==> src/rtl/fft_input_loader.sv <==
// fft_input_loader: upstream stage of fft_top. It collects a frame of complex
// samples over valid/ready and packs LANES samples per SRAM word. It writes
// N/LANES words in natural order, then hands the frame to fft_top and waits
// for fft_top to finish.
module fft_input_loader #(
    parameter int unsigned SAMPLE_W = 32,
    parameter int unsigned LANES    = 4,
    parameter int unsigned ADDR_W   = 8,
    parameter int unsigned CFG_W    = 3
) (
    input  logic                      clk,
    input  logic                      rstn,
    input  logic                      i_load_start,
    input  logic [CFG_W-1:0]          i_point_config,
    input  logic                      s_valid,
    output logic                      s_ready,
    input  logic [SAMPLE_W-1:0]       s_data,
    output logic                      o_we,
    output logic [ADDR_W-1:0]         o_waddr,
    output logic [SAMPLE_W*LANES-1:0] o_wdata,
    output logic                      o_fft_working,
    output logic [CFG_W-1:0]          o_point_config,
    input  logic                      i_fft_done,
    output logic                      o_busy,
    output logic                      o_load_done
);

    localparam int unsigned LANE_W = $clog2(LANES);
    localparam int unsigned CNT_W  = ADDR_W + LANE_W;
    localparam int unsigned WORD_W = SAMPLE_W * LANES;

    // Smallest frame is 8 points; N = 8 << cfg.
    localparam logic [CNT_W:0] MIN_PTS = (CNT_W + 1)'(8);

    typedef enum logic [2:0] {
        IDLE,
        LOAD,
        FLUSH,
        RUN,
        DONE
    } state_t;

    state_t              state;
    logic [CNT_W-1:0]    cnt;
    logic [SAMPLE_W-1:0] lane_q [LANES-1];

    logic [CNT_W:0]      n_pts;
    logic [CNT_W-1:0]    last_idx;
    logic [LANE_W-1:0]   lane;
    logic [WORD_W-1:0]   word;

    // Frame length and index of the final sample, from the latched config.
    // For the largest frame n_pts[CNT_W-1:0] is 0, so last_idx wraps to all ones.
    always_comb begin
        n_pts    = MIN_PTS << o_point_config;
        last_idx = n_pts[CNT_W-1:0] - CNT_W'(1);
        lane     = cnt[LANE_W-1:0];
    end

    // Word assembled from the buffered lanes plus the sample arriving in the top lane.
    always_comb begin
        word = '0;
        for (int unsigned k = 0; k < LANES - 1; k++) begin
            word[k*SAMPLE_W +: SAMPLE_W] = lane_q[k];
        end
        word[(LANES-1)*SAMPLE_W +: SAMPLE_W] = s_data;
    end

    // Loader FSM: all outputs, counter and lane buffer are registered here.
    always_ff @(posedge clk) begin
        if (!rstn) begin
            state          <= IDLE;
            cnt            <= '0;
            s_ready        <= 1'b0;
            o_we           <= 1'b0;
            o_waddr        <= '0;
            o_wdata        <= '0;
            o_fft_working  <= 1'b0;
            o_point_config <= '0;
            o_busy         <= 1'b0;
            o_load_done    <= 1'b0;
            for (int unsigned k = 0; k < LANES - 1; k++) begin
                lane_q[k] <= '0;
            end
        end else begin
            o_we        <= 1'b0;
            o_load_done <= 1'b0;
            case (state)
                IDLE: begin
                    if (i_load_start) begin
                        o_point_config <= i_point_config;
                        cnt            <= '0;
                        s_ready        <= 1'b1;
                        o_busy         <= 1'b1;
                        state          <= LOAD;
                    end
                end
                LOAD: begin
                    if (s_valid && s_ready) begin
                        if (lane == LANE_W'(LANES - 1)) begin
                            o_we    <= 1'b1;
                            o_waddr <= cnt[CNT_W-1:LANE_W];
                            o_wdata <= word;
                        end else begin
                            lane_q[lane] <= s_data;
                        end
                        cnt <= cnt + CNT_W'(1);
                        if (cnt == last_idx) begin
                            s_ready <= 1'b0;
                            state   <= FLUSH;
                        end
                    end
                end
                FLUSH: begin
                    o_fft_working <= 1'b1;
                    state         <= RUN;
                end
                RUN: begin
                    if (i_fft_done) begin
                        o_fft_working <= 1'b0;
                        o_load_done   <= 1'b1;
                        state         <= DONE;
                    end
                end
                DONE: begin
                    o_busy <= 1'b0;
                    state  <= IDLE;
                end
                default: begin
                    s_ready       <= 1'b0;
                    o_fft_working <= 1'b0;
                    o_busy        <= 1'b0;
                    state         <= IDLE;
                end
            endcase
        end
    end

endmodule
==> config.mk <==
export PLATFORM = sky130hd
export DESIGN_NAME = fft_input_loader
export DESIGN_NICKNAME = d
export VERILOG_FILES = /design/src/rtl/fft_input_loader.sv
export SDC_FILE = /design/constraint.sdc
export NUM_CORES = 1
export LEC_CHECK = 0
export CAP_MARGIN = 20
export CELL_PAD_IN_SITES_DETAIL_PLACEMENT = 1
export CELL_PAD_IN_SITES_GLOBAL_PLACEMENT = 1
export CORE_MARGIN = 10
export CORE_UTILIZATION = 45
export CTS_CLUSTER_SIZE = 8
export DETAILED_ROUTE_END_ITERATION = 8
export DONT_BUFFER_PORTS = 1
export HOLD_SLACK_MARGIN = 0.08
export PLACE_DENSITY_LB_ADDON = 0.1
export REMOVE_ABC_BUFFERS = 1
export SLEW_MARGIN = 20
export SYNTH_ARGS = -nofsm -noshare
export SYNTH_HDL_FRONTEND = slang
export SYNTH_SLANG_ARGS = --single-unit
==> constraint.sdc <==
create_clock -name clk -period 3.59 [get_ports clk]
set_input_delay 0.718 -clock clk [delete_from_list [all_inputs] [get_ports clk]]
set_output_delay 0.718 -clock clk [all_outputs]
set_load 0.02 [all_outputs]
==> flow_summary_export.csv <==
group,metric,value,unit
cts,htreeDepth,2,
final_layout,antenna_cells,0,
hold_path,min_delay_path_depth,2,
place,portBuffers,0,
status,status,"complete, no violations",
place,dp.cells,1167,
place,place.gp.congestion,0.788,
sta,max_freq,383,MHz
job,cap_violations,0,
drt,vias,6628,
sta,rsz0062_at_grt,"no",
setup_path,critPathKind,"flip-flop to flip-flop",
sta,fin_skew,17.6,ps
floorplan,dieArea,28200,um2
final_layout,finish.utilization,51.1,%
setup_path,r2r-start,"state[1]$_SDFFE_PN0P_",
setup_path,ff2ff_path_depth,6,
pwr,seqPwrFrac,47.7,%
setup_path,crit_buf_inv,1,
final_layout,layout.cells.most_common_list,"nand2_1 (280), dfxtp_1 (157), a21boi_0 (112)",
drt,drtIter0Drc,263,
pwr,clock_power_share,49.9,%
cts,postCtsHoldBufs,0,
sta,finalCriticalPeriod,2610,ps
final_layout,fin_cells,1234,
drt,drc_errors,0,
setup_path,cpMaxStageDelayCell,"dfxtp_1",
yosys,avgSynthCellArea,10.4,um2
pwr,power_density,580,nW/um2
setup_path,cp_num_cells,6,
setup_path,crit_family,"simple AND/OR/NAND/NOR gates",
drt,wl_per_cell,20.3,um
setup_path,start_kind,"flip-flop",
grt,overflow,0,
cts,cts_tree,"built",
sta,relSlewSlack,48.6,%
drt,final_antenna_net_count,0,
drt,via_per_inst,5.37,
final_layout,regArea,6030,um2
cts,cts_buffers,37,
floorplan,core_area,21700,um2
yosys,yosysWarningCount,0,
cts,cts_resized,0,
sta,drv_slew,0,
setup_path,crit_path_cell_trace,"nor3b_4 -> and3_1 -> nand2_4 -> buf_4 -> nand2_1 -> a21boi_0",
grt,track_usage,17.3,%
grt,first_global_vias,7036,
yosys,synth_cell_types,49,
grt,grt_pass1_wl,40100,um
floorplan,die-height,168,um
cts,clk_latency,510,ps
yosys,synth-seq-cells,253,
pwr,power.net_switching,0.00132,W
sta,finalHoldViolCount,0,
hold_path,holdCritPathClass,"primary input to flip-flop",
setup_path,worstPathMaxFanout,68,
pwr,p_leak,4.08,nW
sta,finalCritPeriodShare,72.8,%
pwr,switching_share,20.5,%
sta,worst_slew_pin_slew,765,ps
grt,grt_max_degree,152,
pwr,share_comb_of_total_power,2.4,%
setup_path,endpoint_kind,"flip-flop",
cts,clock_sinks,253,
setup_path,r2r-end,"o_wdata[29]$_SDFFE_PN0P_",
floorplan,rows,54,
setup_path,reg2reg_slack,980,ps
grt,antenna_found_initial,0,
drt,first_pass_iters,4,
setup_path,slowest_delay,700,ps
floorplan,die_w,168,um
setup_path,crit_start,"state[1]$_SDFFE_PN0P_",
final_layout,fillCellCount,2310,
final_layout,finalNetCount,971,
final_layout,multi_input_area,3470,um2
sta,finalSetupViolCount,0,
drt,routed_wl,25100,um
pwr,vdd_drop_max,311,uV
yosys,ys_seq_area_share,61.2,%
cts,clkTransAtPathRegs,50,ps
setup_path,cp-endpoint,"o_wdata[29]$_SDFFE_PN0P_",
place,dpl.hpwl,15700,um
yosys,synth_area,9850,um2
cts,cts_buffer_depth,3,
pwr,power.internal,0.00511,W
setup_path,required,3970,ps
final_layout,area_delta_synth_final,12.5,%
final_layout,mostFrequentLayoutCell,"nand2_1",
final_layout,drive_gt1_share,6.92,%
yosys,syn_inst,949,
cts,root_buffer,"clkbuf_16",
setup_path,worst_ep_arrival_time,3000,ps
floorplan,ios,184,
cts,cts_setup_buffers,0,
floorplan,initial_core_util,45.4,%
## area by class of cell
class	instances	area share, %
Multi-Input combinational cell	617	31.3
Sequential cell	253	54.4
Timing Repair Buffer	11	1.08
Clock inverter	2	0.124
Clock buffer	65	9.69
Inverter	6	0.203
Tap cell	280	3.16
## worst min-delay path by stage
stage	startpoint	to
floorplan	lane_q[1][0]$_SDFFCE_PN0P_	o_wdata[32]$_SDFFE_PN0P_
global placement	lane_q[2][24]$_SDFFCE_PN0P_	o_wdata[88]$_SDFFE_PN0P_
finish	s_data[11]	o_wdata[107]$_SDFFE_PN0P_
detailed placement	lane_q[2][28]$_SDFFCE_PN0P_	o_wdata[92]$_SDFFE_PN0P_
CTS	s_data[19]	o_wdata[115]$_SDFFE_PN0P_
global route	rstn	o_point_config[1]$_SDFFE_PN0P_
## Yosys cell counts (all sizes together)
library cell,instances,area share [%]
and3,101,6.4
nand3,6,0.36
o311ai,1,0.089
nor4bb,1,0.10
inv,6,0.23
or3,1,0.064
ha,5,0.64
dfxtp,157,32
o22ai,1,0.064
nor3b,4,0.53
a2111oi,1,0.10
o31a,2,0.18
and2,2,0.13
a211oi,4,0.43
o211ai,1,0.076
xor2,4,0.36
nand2b,6,0.46
o21bai,1,0.076
clkbuf,53,2.1
o21a,2,0.15
o2111a,1,0.11
a21boi,137,10
a21bo,3,0.30
nor3,5,0.25
buf,20,1.4
o21ai,4,0.20
nor2b,5,0.32
nor2,15,0.57
o41ai,1,0.089
nand4,1,0.064
nor4,1,0.064
a211o,1,0.089
xnor2,9,0.80
a311oi,1,0.089
a2111o,1,0.11
mux2i,3,0.30
a21oi,3,0.15
edfxtp,96,29
nand2,282,11
mux2,1,0.11
## registers in the layout, indices dropped and copies added, names as in the netlist
signal          cells
o_waddr             8
state               3
cnt                10
o_fft_working       1
lane_q             96
o_busy              1
s_ready             1
o_load_done         1
o_wdata           128
o_we                1
o_point_config      3
## routing by layer
metal  global-route usage, %  wire [um]  vias up
li1                        -          -     3193
met1                    19.5      10100     3238
met2                    29.0      12000      164
met3                    7.68       2490       33
met4                    5.15        478        0
met5                       0          0        -
## per-stage QoR
stage          instance area [um2]  hold slack [ps]  total power, W  TNS, ps  setup WS [ps]
2_1_floorplan                 9510              471         0.00322    -2890          -30.1
3_3_place_gp                  9990              475         0.00327        0            882
3_5_place_dp                  9990              489         0.00328        0            833
4_1_cts                      11100              334         0.00651        0            942
5_1_grt                      11100              343         0.00665        0            768
6_report                     11100              356         0.00643        0            977
## power by group through the flow
stage               clock, W  combinational (W)  sequential [W]
floorplan                  0           0.000110         0.00311
global placement           0           0.000152         0.00312
detailed placement         0           0.000158         0.00312
CTS                  0.00329           0.000158         0.00306
global route         0.00341           0.000172         0.00307
finish               0.00321           0.000155         0.00306
## worst register-to-register path, delay by kind of cell, from the launching register on
kind	cells	cell delay, ps
buffers and inverters	1	450
AOI/OAI and AO/OA	1	280
and+or+nand+nor	4	1070
DFF	1	700
## cell families (layout without fill, tap and decap cells)
kind of cell,Yosys count,after routing,share of synthesized area (%)
xor gates and xnor gates,13,13,1.16
and+or+nand+nor,430,430,20.1
adders and majority gates,5,5,0.635
muxes,4,4,0.419
DFF,253,253,61.2
buffers and inverters,79,84,3.71
AOI/OAI and AO/OA,165,165,12.8
No activity file was read; power rests on OpenSTA's default activity.
